--- src/rtl/board_io_cond.sv ---
// Board-level I/O conditioning between FPGA pins/PLL and the SoC: reset sequencing,
// button debounce with edge pulses, switch synchronisation and global LED PWM dimming.
module board_io_cond #(
    parameter int                 NUM_BTN         = 5,
    parameter logic [NUM_BTN-1:0] BTN_INV         = '0,
    parameter int                 DEBOUNCE_CYCLES = 800000,
    parameter int                 NUM_SW          = 16,
    parameter int                 NUM_LED         = 16,
    parameter int                 LED_DUTY        = 256,
    parameter int                 RST_HOLD_CYCLES = 1024
) (
    input  logic               clk_i,
    input  logic               arst_i,
    input  logic               pll_locked_i,
    output logic               sys_rst_o,
    input  logic [NUM_BTN-1:0] btn_raw_i,
    output logic [NUM_BTN-1:0] btn_level_o,
    output logic [NUM_BTN-1:0] btn_press_o,
    output logic [NUM_BTN-1:0] btn_release_o,
    input  logic [NUM_SW-1:0]  sw_raw_i,
    output logic [NUM_SW-1:0]  sw_o,
    input  logic [NUM_LED-1:0] led_i,
    output logic [NUM_LED-1:0] led_o
);

    localparam int                DB_W      = $clog2(DEBOUNCE_CYCLES + 1);
    localparam int                HOLD_W    = $clog2(RST_HOLD_CYCLES + 1);
    localparam logic [DB_W-1:0]   DB_LAST   = DB_W'(DEBOUNCE_CYCLES - 1);
    localparam logic [HOLD_W-1:0] HOLD_LAST = HOLD_W'(RST_HOLD_CYCLES - 1);
    localparam logic [8:0]        DUTY      = 9'(LED_DUTY);

    localparam logic [0:0] ST_HOLD = 1'b0;
    localparam logic [0:0] ST_RUN  = 1'b1;

    logic              lock_p0;
    logic              lock_s;
    logic [0:0]        state;
    logic [HOLD_W-1:0] hold_cnt;
    logic              sys_rst;

    // Reset sequencer: release only after lock has been stable for the hold window
    always_ff @(posedge clk_i or posedge arst_i) begin
        if (arst_i) begin
            lock_p0  <= 1'b0;
            lock_s   <= 1'b0;
            state    <= ST_HOLD;
            hold_cnt <= '0;
            sys_rst  <= 1'b1;
        end else begin
            lock_p0 <= pll_locked_i;
            lock_s  <= lock_p0;
            if (state == ST_HOLD) begin
                if (!lock_s) begin
                    hold_cnt <= '0;
                end else if (hold_cnt == HOLD_LAST) begin
                    state    <= ST_RUN;
                    sys_rst  <= 1'b0;
                    hold_cnt <= '0;
                end else begin
                    hold_cnt <= hold_cnt + HOLD_W'(1);
                end
            end else if (!lock_s) begin
                state    <= ST_HOLD;
                sys_rst  <= 1'b1;
                hold_cnt <= '0;
            end
        end
    end

    logic [NUM_BTN-1:0] btn_p0;
    logic [NUM_BTN-1:0] btn_s;
    logic [NUM_BTN-1:0] btn_level;
    logic [NUM_BTN-1:0] btn_press;
    logic [NUM_BTN-1:0] btn_release;
    logic [DB_W-1:0]    db_cnt [NUM_BTN];

    // Debounce: any disagreement with the accepted level must persist unbroken
    always_ff @(posedge clk_i or posedge arst_i) begin
        if (arst_i) begin
            btn_p0      <= '0;
            btn_s       <= '0;
            btn_level   <= '0;
            btn_press   <= '0;
            btn_release <= '0;
            for (int i = 0; i < NUM_BTN; i++) db_cnt[i] <= '0;
        end else begin
            btn_p0      <= btn_raw_i ^ BTN_INV;
            btn_s       <= btn_p0;
            btn_press   <= '0;
            btn_release <= '0;
            for (int i = 0; i < NUM_BTN; i++) begin
                if (btn_s[i] == btn_level[i]) begin
                    db_cnt[i] <= '0;
                end else if (db_cnt[i] == DB_LAST) begin
                    btn_level[i]   <= btn_s[i];
                    btn_press[i]   <= btn_s[i];
                    btn_release[i] <= ~btn_s[i];
                    db_cnt[i]      <= '0;
                end else begin
                    db_cnt[i] <= db_cnt[i] + DB_W'(1);
                end
            end
        end
    end

    logic [NUM_SW-1:0]  sw_p0;
    logic [NUM_SW-1:0]  sw_s;
    logic [7:0]         pwm_cnt;
    logic [NUM_LED-1:0] led_q;

    // Switch synchroniser and LED dimmer
    always_ff @(posedge clk_i or posedge arst_i) begin
        if (arst_i) begin
            sw_p0   <= '0;
            sw_s    <= '0;
            pwm_cnt <= '0;
            led_q   <= '0;
        end else begin
            sw_p0   <= sw_raw_i;
            sw_s    <= sw_p0;
            pwm_cnt <= pwm_cnt + 8'd1;
            led_q   <= led_i & {NUM_LED{({1'b0, pwm_cnt} < DUTY)}};
        end
    end

    assign sys_rst_o     = sys_rst;
    assign btn_level_o   = btn_level;
    assign btn_press_o   = btn_press;
    assign btn_release_o = btn_release;
    assign sw_o          = sw_s;
    assign led_o         = led_q;

endmodule
--- config.mk ---
export PLATFORM = sky130hd
export DESIGN_NAME = board_io_cond
export DESIGN_NICKNAME = d
export VERILOG_FILES = /design/src/rtl/board_io_cond.sv
export SDC_FILE = /design/constraint.sdc
export NUM_CORES = 1
export LEC_CHECK = 0
export BUFFER_PORTS_ARGS = -buffer_cell sky130_fd_sc_hd__buf_4
export CAP_MARGIN = 20
export CORE_ASPECT_RATIO = 0.8
export CORE_UTILIZATION = 30
export CTS_BUF_LIST = sky130_fd_sc_hd__clkbuf_2 sky130_fd_sc_hd__clkbuf_4 sky130_fd_sc_hd__clkbuf_8
export DETAILED_ROUTE_END_ITERATION = 6
export PLACE_DENSITY = 0.48
export RECOVER_POWER = 50
export SYNTH_ARGS = -nofsm -noshare
export SYNTH_HDL_FRONTEND = slang
export SYNTH_SLANG_ARGS = --single-unit
--- constraint.sdc ---
create_clock -name clk_i -period 5 [get_ports clk_i]
set_input_delay 0 -clock clk_i [delete_from_list [all_inputs] [get_ports clk_i]]
set_output_delay 0 -clock clk_i [all_outputs]
set_load 0.05 [all_outputs]
==> flow_metrics.tcl, run 1 <==
set metrics [dict create \
    path_class "input pin to async pin" \
    fp.dieArea_mm2 0.0267 \
    die_h_um 146 \
    ys_seq_area_share_pct 60.1 \
    drt_iter0_drc 320 \
    h-tree-depth 4 \
    ant_nets 0 \
    synth_seq_cells 188 \
    rows 52 \
    wl_per_cell_um 13.4 \
    cts_tree "built" \
    syn_inst 706 \
    hpwlAfterDp_um 10300 \
    cp_cell_sequence "dlygate4sd3_1 -> clkbuf_1 -> clkinvlp_4 -> clkbuf_4" \
    clkPwrFrac_pct 37.3 \
    drc 0 \
    postRouteWirelength_um 16100 \
    hold_path_class "input pin to register" \
    timing.fmax_mhz 376 \
    synth.net_count 752 \
    violations "max-capacitance violations, max-slew violations" \
    fin_tns_setup_ns 0 \
    p_int_w 0.00211 \
    synth_top_cell_area_share_pct 59.8 \
    area_growth_pct 20.9 \
    synthArstFlopShare_pct 100 \
    grtUsageTotal_pct 12.8 \
    synth_edf_count 0 \
    yosys_warnings 0 \
    rsz0062_at_grt "false" \
    p_comb_share_pct 6.3 \
    core_area_mm2 0.0254 \
    avgSynthCellArea_um2 11.1 \
    worst-path-max-fanout 188 \
    yosysUniqueCellTypes 49 \
    first_pass_iters 4 \
    cp_slowest_cell "clkbuf_4" \
    path_clk_slew_ns 0.10 \
    hold_path_depth 2 \
    cts_resized 0 \
    final_hold_viol_count 0 \
    synth_area_mm2 0.00782 \
    slew_viol_final 189 \
    ir_drop_v 0.000176 \
    cp.arrival_ns 2.69 \
    grt_pass1_vias 5317 \
    grt.overflow.total 0 \
    yosysMostFrequentCell "dfrtp_1" \
    cts_buffer_depth 2 \
    power_density_mw_per_mm2 296 \
    synth_area_leaders "dfrtp_1, xnor2_1, nor2_1" \
    tightest_slew_ns 2.58 \
    yosys_most_used_dff "dfrtp_1" \
    drv_cap 1 \
    die_w_um 183 \
    cts_buffers 17 \
    fin_crit_sh_pct 53.2 \
    start_kind "input pin" \
    r2r_cells 5 \
    pin_count 88 \
    via_per_inst 4.56 \
    final_cells 1198 \
    critical-path-max-stage-delay_ns 1.69 \
    power.switching_w 0.000689 \
    timing.slew.headroom_pct -72.1 \
    grt_max_degree 189 \
    post-synth-top-area-cell "dfrtp_1" \
    cts_root_buffer "clkbuf_8" \
    start_util_pct 30.8 \
    leakage_nw 3.75 \
    finalCriticalPeriod_ns 2.66 \
    gp_congestion 0.751 \
    diodes 0 \
    io_buffers 87 \
    insertion_delay_ns 0.47 \
    cts.sinks 188 \
    drive_gt1_share_pct 10.6 \
    cp-end-kind "async pin" \
    placed_cells 1127 \
    finClkSkew_ns 0.0141 \
    setup_viol_count_final 0 \
    p_seq_share_pct 56.4 \
    status "complete, but fails checks" \
    via_count 5461 \
    grt_first_pass_wirelength_um 27500 \
    synth_top_cells_by_count "dfrtp_1, nor2_1, xnor2_1" \
    switching_share_pct 24.6 \
    antenna_found_initial 0 \
    worst_ep_required_time_ns 5.03 \
    nets 880 \
]
[power by group through the flow]
stage / combinational [W] / sequential [W] / clock, W
finish: 0.000177 / 0.00158 / 0.00104
global route: 0.000195 / 0.00159 / 0.00116
CTS: 0.000198 / 0.00158 / 0.00110
detailed placement: 0.000173 / 0.00161 / 0
global placement: 0.000173 / 0.00161 / 0
floorplan: 0.0000582 / 0.00165 / 0
[sequential cells by signal, summed over array words and instances (netlist names)]
| signal | count |
|---|---|
| hold_cnt | 11 |
| btn_s | 5 |
| btn_press_o | 5 |
| btn_level_o | 5 |
| state | 1 |
| sys_rst_o | 1 |
| lock_p0 | 1 |
| lock_s | 1 |
| btn_release_o | 5 |
| db_cnt | 100 |
| btn_p0 | 5 |
| sw_p0 | 16 |
| sw_o | 16 |
| led_o | 16 |
[final cells by class]
cell class              instances  area [um2]
multi-input cells             483        2970
well taps                     351         439
flip-flops and latches        188        4710
repair buffers                128         871
inverters                      16        63.8
fillers                      2560       16000
clock inverters                11         130
clock buffers                  21         283
[per-layer routing]
| layer | up-vias | global-route usage, % | part of all wire, % |
|---|---|---|---|
| met2 | 83 | 18.3 | 43 |
| met5 | - | 0 | 0 |
| met3 | 9 | 2.99 | 3.0 |
| met1 | 2618 | 18.9 | 53 |
| li1 | 2751 | - | - |
| met4 | 0 | 3.91 | 0.86 |
[stage by stage]
step	util [%]	cell area, um2	total power (W)	setup slack (ns)	hold slack, ns
global placement	34.8	8860	0.00178	2.86	0.109
CTS	38.0	9660	0.00288	2.84	0.125
floorplan	-	7830	0.00171	2.58	0.0314
detailed placement	34.8	8860	0.00178	2.84	0.110
finish	37.2	9460	0.00280	2.34	0.188
global route	37.2	9460	0.00294	1.77	0.164
[path summary, 6_finish.rpt]
path | start | end | slack [ns]
worst max register to register | db_cnt[20]$_DFF_PP0_ | db_cnt[34]$_DFF_PP0_ | 2.87
worst min register to register | sw_p0[6]$_DFF_PP0_ | sw_o[6]$_DFF_PP0_ | 0.35
max in group clk_i | db_cnt[20]$_DFF_PP0_ | db_cnt[34]$_DFF_PP0_ | 2.87
min in group asynchronous | arst_i | db_cnt[97]$_DFF_PP0_ | 0.96
worst max-delay path | arst_i | db_cnt[14]$_DFF_PP0_ | 2.34
worst min-delay path | sw_raw_i[14] | sw_p0[14]$_DFF_PP0_ | 0.19
[layout by cell type, fill, tap and decap left out, types with 13 or more instances in the layout]
cell type and count:
and3_1 14, nor3_1 19, nor4_1 25, inv_1 15, o21ai_0 17, clkbuf_4 39
dlygate4sd3_1 39, a21oi_1 32, xor2_1 21, clkbuf_8 20, dfrtp_1 187, nor2_1 90
clkbuf_1 50, nand3_1 44, nand4_1 26, nand2_1 40, or3_1 13, xnor2_1 55
[kinds of logic (layout without fill, tap and decap cells)]
logic type               Yosys count  count (layout)  synth area share (%)
AND/OR/NAND/NOR                  327             327                  22.5
multiplexers                       8               8                  1.10
buffers and inverters             35             176                  1.94
flip-flops                       188             188                  60.1
XOR/XNOR                          76              76                  8.51
adder cells (fa/ha/maj)            6               6                 0.960
AO/OA/AOI/OAI                     66              66                  4.85
[timing repair]
action	CTS	global route
setup buffers	0	0
hold buffers	39	0
hold endpoints to repair	225	0
[worst max-delay path, delay by kind of cell]
family / cells / cell delay, ns
buffers and inverters: 4 / 2.40
Note: power is estimated with default switching activity, not from simulation.
==> run 2: changes to the inputs <==
--- a/config.mk
+++ b/config.mk
@@ -5,13 +5,14 @@
 export SDC_FILE = /design/constraint.sdc
 export NUM_CORES = 1
 export LEC_CHECK = 0
+export ABC_AREA = 1
 export BUFFER_PORTS_ARGS = -buffer_cell sky130_fd_sc_hd__buf_4
 export CAP_MARGIN = 20
 export CORE_ASPECT_RATIO = 0.8
 export CORE_UTILIZATION = 30
 export CTS_BUF_LIST = sky130_fd_sc_hd__clkbuf_2 sky130_fd_sc_hd__clkbuf_4 sky130_fd_sc_hd__clkbuf_8
 export DETAILED_ROUTE_END_ITERATION = 6
-export PLACE_DENSITY = 0.48
+export PLACE_DENSITY = 0.46
 export RECOVER_POWER = 50
 export SYNTH_ARGS = -nofsm -noshare
 export SYNTH_HDL_FRONTEND = slang
==> constraint.sdc (replaced) <==
create_clock -name clk_i -period 2.65 [get_ports clk_i]
set_input_delay 0 -clock clk_i [delete_from_list [all_inputs] [get_ports clk_i]]
set_output_delay 0 -clock clk_i [all_outputs]
set_load 0.05 [all_outputs]
==> run 2 against run 1 <==
Compared with the run above: the flow now finishes without violations; area after synthesis rose by 7.0%; worst setup slack got worse by 1.3 ns; combinational power rose by 110%; cell count rose by 24%; via count rose by 15%; non-clock buffer count rose by 3; critical path type unchanged; critical endpoint is now db_cnt[40]$_DFF_PP0_; largest cell class unchanged.
==> flow_metrics.tcl, run 2 <==
set metrics [dict create \
    status "complete, no violations" \
    finalCriticalPeriod_ns 1.65 \
    ant_nets 0 \
    timing.hold.ws_ns 0.177 \
    timing.slew.headroom_pct 30.9 \
    grtUsageTotal_pct 13.6 \
    drive_gt1_share_pct 14.9 \
    die_h_um 151 \
    final_cell_mix "nand2_1, nor2_1, dfrtp_1, inv_1" \
    path_class "input pin to async pin" \
    post-synth-top-area-cell "dfrtp_1" \
    cts_buffer_depth 2 \
    synth_seq_cells 188 \
    cts_tree "built" \
    wl_per_cell_um 12.1 \
    io_buffers 87 \
    p_int_w 0.00388 \
    synth_top_cells_by_count "nand2_1, nor2_1, dfrtp_1" \
    slew_viol_final 0 \
    hpwlAfterDp_um 13100 \
    insertion_delay_ns 0.48 \
    yosys_most_used_dff "dfrtp_1" \
    fin_crit_sh_pct 62.1 \
    start_kind "input pin" \
    first_pass_iters 4 \
    avgSynthCellArea_um2 8.67 \
    finClkSkew_ns 0.0176 \
    via_per_inst 4.22 \
    area_growth_pct 22.9 \
    tightest_slew_ns 1.04 \
    cp.arrival_ns 2.09 \
    syn_inst 965 \
    worst-path-max-fanout 21 \
    fp.dieArea_mm2 0.0286 \
    drc 0 \
    cp-end-kind "async pin" \
    path_clk_slew_ns 0.11 \
    synthArstFlopShare_pct 100 \
    top_register "db_cnt" \
    cts_root_buffer "clkbuf_8" \
    h-tree-depth 4 \
    drt_iter0_drc 340 \
    core_area_mm2 0.0274 \
    switching_share_pct 26.8 \
    synth_area_mm2 0.00837 \
    largest_register_ff_count 100 \
    synth.net_count 1011 \
    hold_path_class "input pin to register" \
    yosys_warnings 0 \
    p_seq_share_pct 56.1 \
    gp_congestion 0.810 \
    start_util_pct 30.6 \
    cts.sinks 188 \
    yosysMostFrequentCell "nand2_1" \
    synth_area_leaders "dfrtp_1, nand2_1, nor2_1" \
    pin_count 88 \
    rsz0062_at_grt "false" \
    post_cts_buffers 0 \
    power.switching_w 0.00142 \
    synth_edf_count 0 \
    setup_viol_count_final 0 \
    fin_tns_setup_ns 0 \
    grt_pass1_vias 6113 \
    die_w_um 189 \
    nets 1160 \
    ys_seq_area_share_pct 56.2 \
    grt_first_pass_wirelength_um 30800 \
    rows 54 \
    ir_drop_v 0.000312 \
    synth_top_cell_area_share_pct 55.9 \
    clkPwrFrac_pct 37.0 \
    final_common_cell "nand2_1" \
    leakage_nw 4.60 \
    via_count 6289 \
    diodes 0 \
    timing.fmax_mhz 608 \
    postRouteWirelength_um 18100 \
    grt.overflow.total 0 \
    cts_buffers 17 \
    drv_cap 0 \
    p_comb_share_pct 6.9 \
    final_hold_viol_count 0 \
    worst_ep_required_time_ns 3.09 \
    yosysUniqueCellTypes 32 \
    power_density_mw_per_mm2 514 \
    antenna_found_initial 0 \
    grt_max_degree 86 \
]
[run 2: cell count changes after synthesis, moves of 13 or more]
cell,delta
nand2_1,+174
nor2_1,+111
inv_1,+97
xnor2_1,-46
nor4_1,-25
xor2_1,+15
and3_1,-14
nor2_2,+14
nand2_2,+13
or3_1,-13
[run 2: what timing repair did]
action                    CTS  global route
gates resized for setup     0             0
hold buffers               39             0
hold endpoints to repair   74             0
[run 2: layer usage]
metal	global-route usage, %	vias to the layer above	wire, um
li1	-	3306	-
met1	20.1	2891	9840
met2	19.6	79	7560
met3	2.97	13	506
met4	4.03	0	192
met5	0	-	0
[run 2: worst paths after layout]
check | slack, ns | startpoint | endpoint | cells after the start
worst max-delay path | 1.00 | arst_i | db_cnt[40]$_DFF_PP0_ | 4
worst min-delay path | 0.18 | btn_raw_i[3] | btn_p0[3]$_DFF_PP0_ | 2
worst max register to register | 1.01 | db_cnt[0]$_DFF_PP0_ | db_cnt[9]$_DFF_PP0_ | 6
worst min register to register | 0.36 | sw_p0[11]$_DFF_PP0_ | sw_o[11]$_DFF_PP0_ | 0
max in group clk_i | 1.01 | db_cnt[0]$_DFF_PP0_ | db_cnt[9]$_DFF_PP0_ | 6
min in group asynchronous | 0.24 | arst_i | led_o[14]$_DFF_PP0_ | 3
[run 2: cell type report]
class | instances | area [um2]
Sequential cell | 188 | 4710
Clock buffer | 18 | 248
Inverter | 114 | 429
Clock inverter | 14 | 149
Multi-Input combinational cell | 662 | 3230
Fill cell | 2802 | 17100
Tap cell | 364 | 455
Timing Repair Buffer | 131 | 1070
[run 2: worst max-delay path, cell delays in order]
cell and delay [ns]:
dlygate4sd3_1 0.53, clkbuf_4 0.13, clkinvlp_2 0.57, clkbuf_1 0.84
[run 2: cells by family (layout without fill, tap and decap cells)]
logic type               count (synthesis)  in the layout  share of synthesized area [%]
buffers and inverters                  115            277                           5.20
flip-flops                             188            188                           56.2
XOR/XNOR                                45             45                           4.71
AND/OR/NAND/NOR                        561            561                           29.8
AO/OA/AOI/OAI                           50             50                           3.17
adder cells (fa/ha/maj)                  6              6                          0.897
[run 2: power groups by stage]
stage / sequential (W) / combinational, W / clock, W
after floorplan: 0.00311 / 0.000107 / 0
after global placement: 0.00303 / 0.000335 / 0
after detailed placement: 0.00303 / 0.000336 / 0
after CTS: 0.00297 / 0.000383 / 0.00205
after global routing: 0.00298 / 0.000405 / 0.00217
final: 0.00297 / 0.000365 / 0.00196
[run 2: per-stage QoR]
stage / worst slack [ns] / cell area, um2 / utilization, % / power, W / instances
3_3_place_gp: 1.04 / 9530 / 34.8 / 0.00336 / 1420
5_1_grt: 0.587 / 10300 / 37.6 / 0.00555 / 1491
6_report: 1.00 / 10300 / 37.6 / 0.00529 / 1491
2_1_floorplan: 0.230 / 8370 / - / 0.00322 / 965
3_5_place_dp: 1.02 / 9530 / 34.8 / 0.00336 / 1420
4_1_cts: 0.999 / 10300 / 37.7 / 0.00540 / 1491
==> run 3: changes to the inputs <==
--- a/config.mk
+++ b/config.mk
@@ -12,7 +12,7 @@
 export CORE_UTILIZATION = 30
 export CTS_BUF_LIST = sky130_fd_sc_hd__clkbuf_2 sky130_fd_sc_hd__clkbuf_4 sky130_fd_sc_hd__clkbuf_8
 export DETAILED_ROUTE_END_ITERATION = 6
-export PLACE_DENSITY = 0.46
+export PLACE_DENSITY = 0.48
 export RECOVER_POWER = 50
 export SYNTH_ARGS = -nofsm -noshare
 export SYNTH_HDL_FRONTEND = slang
==> constraint.sdc (replaced) <==
create_clock -name clk_i -period 1.3 [get_ports clk_i]
set_input_delay 0 -clock clk_i [delete_from_list [all_inputs] [get_ports clk_i]]
set_output_delay 0 -clock clk_i [all_outputs]
set_load 0.05 [all_outputs]
==> run 3 against run 2 <==
Compared with the run above: the flow now finishes with violations (negative setup slack); clock skew up 0.0012 ns; register-to-register slack got worse by 1.2 ns; critical path depth up 4; final area grew 26%; global-route usage grew 1.5 points; combinational power increased to 2.8 times the previous value; sequential cell count unchanged; power increased by 110%; routed wire length grew 18%; non-clock buffer count is 182 higher; die area is the same.
==> flow_metrics.tcl, run 3 (same netlist as run 2, synthesis figures left out) <==
set metrics [dict create \
    status "complete, but fails checks" \
    violations "negative setup slack" \
    critical-path-max-stage-delay_ns 0.42 \
    via_per_inst 4.30 \
    p_seq_share_pct 54.7 \
    setup_viol_count_final 82 \
    clkPwrFrac_pct 36.3 \
    rows 54 \
    insertion_delay_ns 0.48 \
    p_comb_share_pct 9.1 \
    via_count 7211 \
    ant_nets 0 \
    setup_ws_ns -0.155 \
    grt_max_degree 43 \
    drive_gt1_share_pct 42.8 \
    cts_buffer_depth 2 \
    grt_pass1_vias 6920 \
    worst_ep_required_time_ns 1.69 \
    cp-end-kind "register" \
    core_area_mm2 0.0274 \
    die_h_um 151 \
    hpwlAfterDp_um 14700 \
    path_class "register to register" \
    tightest_slew_ns 0.690 \
    leakage_nw 5.74 \
    fp.dieArea_mm2 0.0286 \
    drt_iter0_drc 326 \
    grt_first_pass_wirelength_um 34000 \
    path_clk_slew_ns 0.12 \
    io_buffers 87 \
    fin_tns_setup_ns -5.09 \
    fin_crit_sh_pct 112 \
    final_cell_mix "buf_4, nand2_1, dfrtp_1, nor2_1, inv_1" \
    cts.sinks 188 \
    cp_common_cell "nor2_4" \
    hold_path_class "input pin to async pin" \
    nets 1345 \
    cp.arrival_ns 1.84 \
    p_int_w 0.00789 \
    cts_buffers 17 \
    place_area_mm2 0.0107 \
    antenna_found_initial 0 \
    slew_viol_final 0 \
    final_common_cell "buf_4" \
    worst-path-max-fanout 5 \
    grt.overflow.total 0 \
    diodes 0 \
    wl_per_cell_um 12.7 \
    finalCriticalPeriod_ns 1.46 \
    first_pass_iters 4 \
    drc 0 \
    area_growth_pct 54.8 \
    gp_congestion 0.823 \
    cp_cell_sequence "ha_4 -> nand2_4 -> nor2_4 -> inv_2 -> nor2_4 -> nand3_4 -> nand2_8 -> nor2_1" \
    critical_path.top_delay_family "simple AND/OR/NAND/NOR gates" \
    timing.fmax_mhz 687 \
    start_kind "register" \
    drv_cap 0 \
    postRouteWirelength_um 21400 \
    switching_share_pct 29.0 \
    power_density_mw_per_mm2 858 \
    cts_tree "built" \
    rsz0062_at_grt "true" \
    cp_slowest_cell "dfrtp_1" \
    finClkSkew_ns 0.0188 \
    worst-path-buf-inv 1 \
    final_hold_viol_count 0 \
    power.switching_w 0.00322 \
    top_register "db_cnt" \
    pin_count 88 \
    grtUsageTotal_pct 15.1 \
    ir_drop_v 0.000554 \
    cts_root_buffer "clkbuf_8" \
    final_cell_area_mm2 0.0130 \
    largest_register_ff_count 100 \
    h-tree-depth 4 \
    timing.slew.headroom_pct 53.7 \
    die_w_um 189 \
    start_util_pct 30.6 \
]
run 3: cell count changes in the layout (fill, tap and decap cells not counted), sizes merged:
| cell | before | now |
|---|---|---|
| buf | 48 | 228 |
| bufinv | 1 | 0 |
| clkbuf | 62 | 63 |
| clkinv | 4 | 6 |
| clkinvlp | 2 | 3 |
| inv | 121 | 120 |
| nand2 | 228 | 231 |
run 3: per-layer routing:
layer,wire [um],vias to the layer above,share of wire (%),global-route usage (%)
met4,197,0,0.92,4.27
met2,9780,74,46,23.0
met3,461,13,2.2,2.71
li1,-,3676,-,-
met1,10900,3448,51,21.8
met5,0,-,0,0
run 3: layout make-up:
cell class,count,area [um2]
fill,2630,14400
tap,364,455
clock inverter,15,186
sequential,188,4720
inverter,114,437
clock buffer,17,234
multi-input combinational,665,4370
timing repair buffer,313,2560
run 3: through the flow:
stage	power, W	std cells	setup WS [ns]	hold WS (ns)	utilization [%]
2_1_floorplan	0.00656	965	-1.12	0.0314	-
3_3_place_gp	0.00695	1571	-0.141	0.0440	39.2
3_5_place_dp	0.00696	1571	-0.212	0.0540	39.2
4_1_cts	0.0112	1656	-0.107	0.0654	44.1
5_1_grt	0.0116	1676	-0.227	0.140	47.3
6_report	0.0111	1676	-0.155	0.148	47.3
run 3: final timing paths:
| kind | startpoint | endpoint | slack (ns) | depth (start not counted) |
|---|---|---|---|---|
| min in group clk_i | sw_raw_i[9] | sw_p0[9]$_DFF_PP0_ | 0.17 | 2 |
| hold / removal | arst_i | sw_p0[14]$_DFF_PP0_ | 0.15 | 3 |
| hold reg to reg | btn_p0[2]$_DFF_PP0_ | btn_s[2]$_DFF_PP0_ | 0.36 | 0 |
| setup / recovery | db_cnt[80]$_DFF_PP0_ | db_cnt[81]$_DFF_PP0_ | -0.16 | 8 |
| max in group asynchronous | arst_i | db_cnt[2]$_DFF_PP0_ | 0.19 | 4 |
| setup reg to reg | db_cnt[80]$_DFF_PP0_ | db_cnt[81]$_DFF_PP0_ | -0.16 | 8 |
run 3: repair_timing:
item                                    in CTS  in global routing
gates resized for setup                    126                210
buffers inserted                            14                 21
pin swaps                                   52                 69
cloned                                       3                  1
hold endpoints to repair                   225                  0
hold buffers                                39                  0
endpoints found under the setup margin     110                116
run 3: power groups by stage:
stage / combinational [W] / sequential (W) / clock [W]
2_1_floorplan: 0.000218 / 0.00634 / 0
3_3_place_gp: 0.000794 / 0.00616 / 0
3_5_place_dp: 0.000799 / 0.00617 / 0
4_1_cts: 0.000945 / 0.00606 / 0.00423
5_1_grt: 0.00110 / 0.00609 / 0.00442
6_report: 0.00101 / 0.00608 / 0.00403
run 3: worst min-delay path, delay by kind of cell:
family	cells	cell delay, ns
buffers and inverters	3	1.09
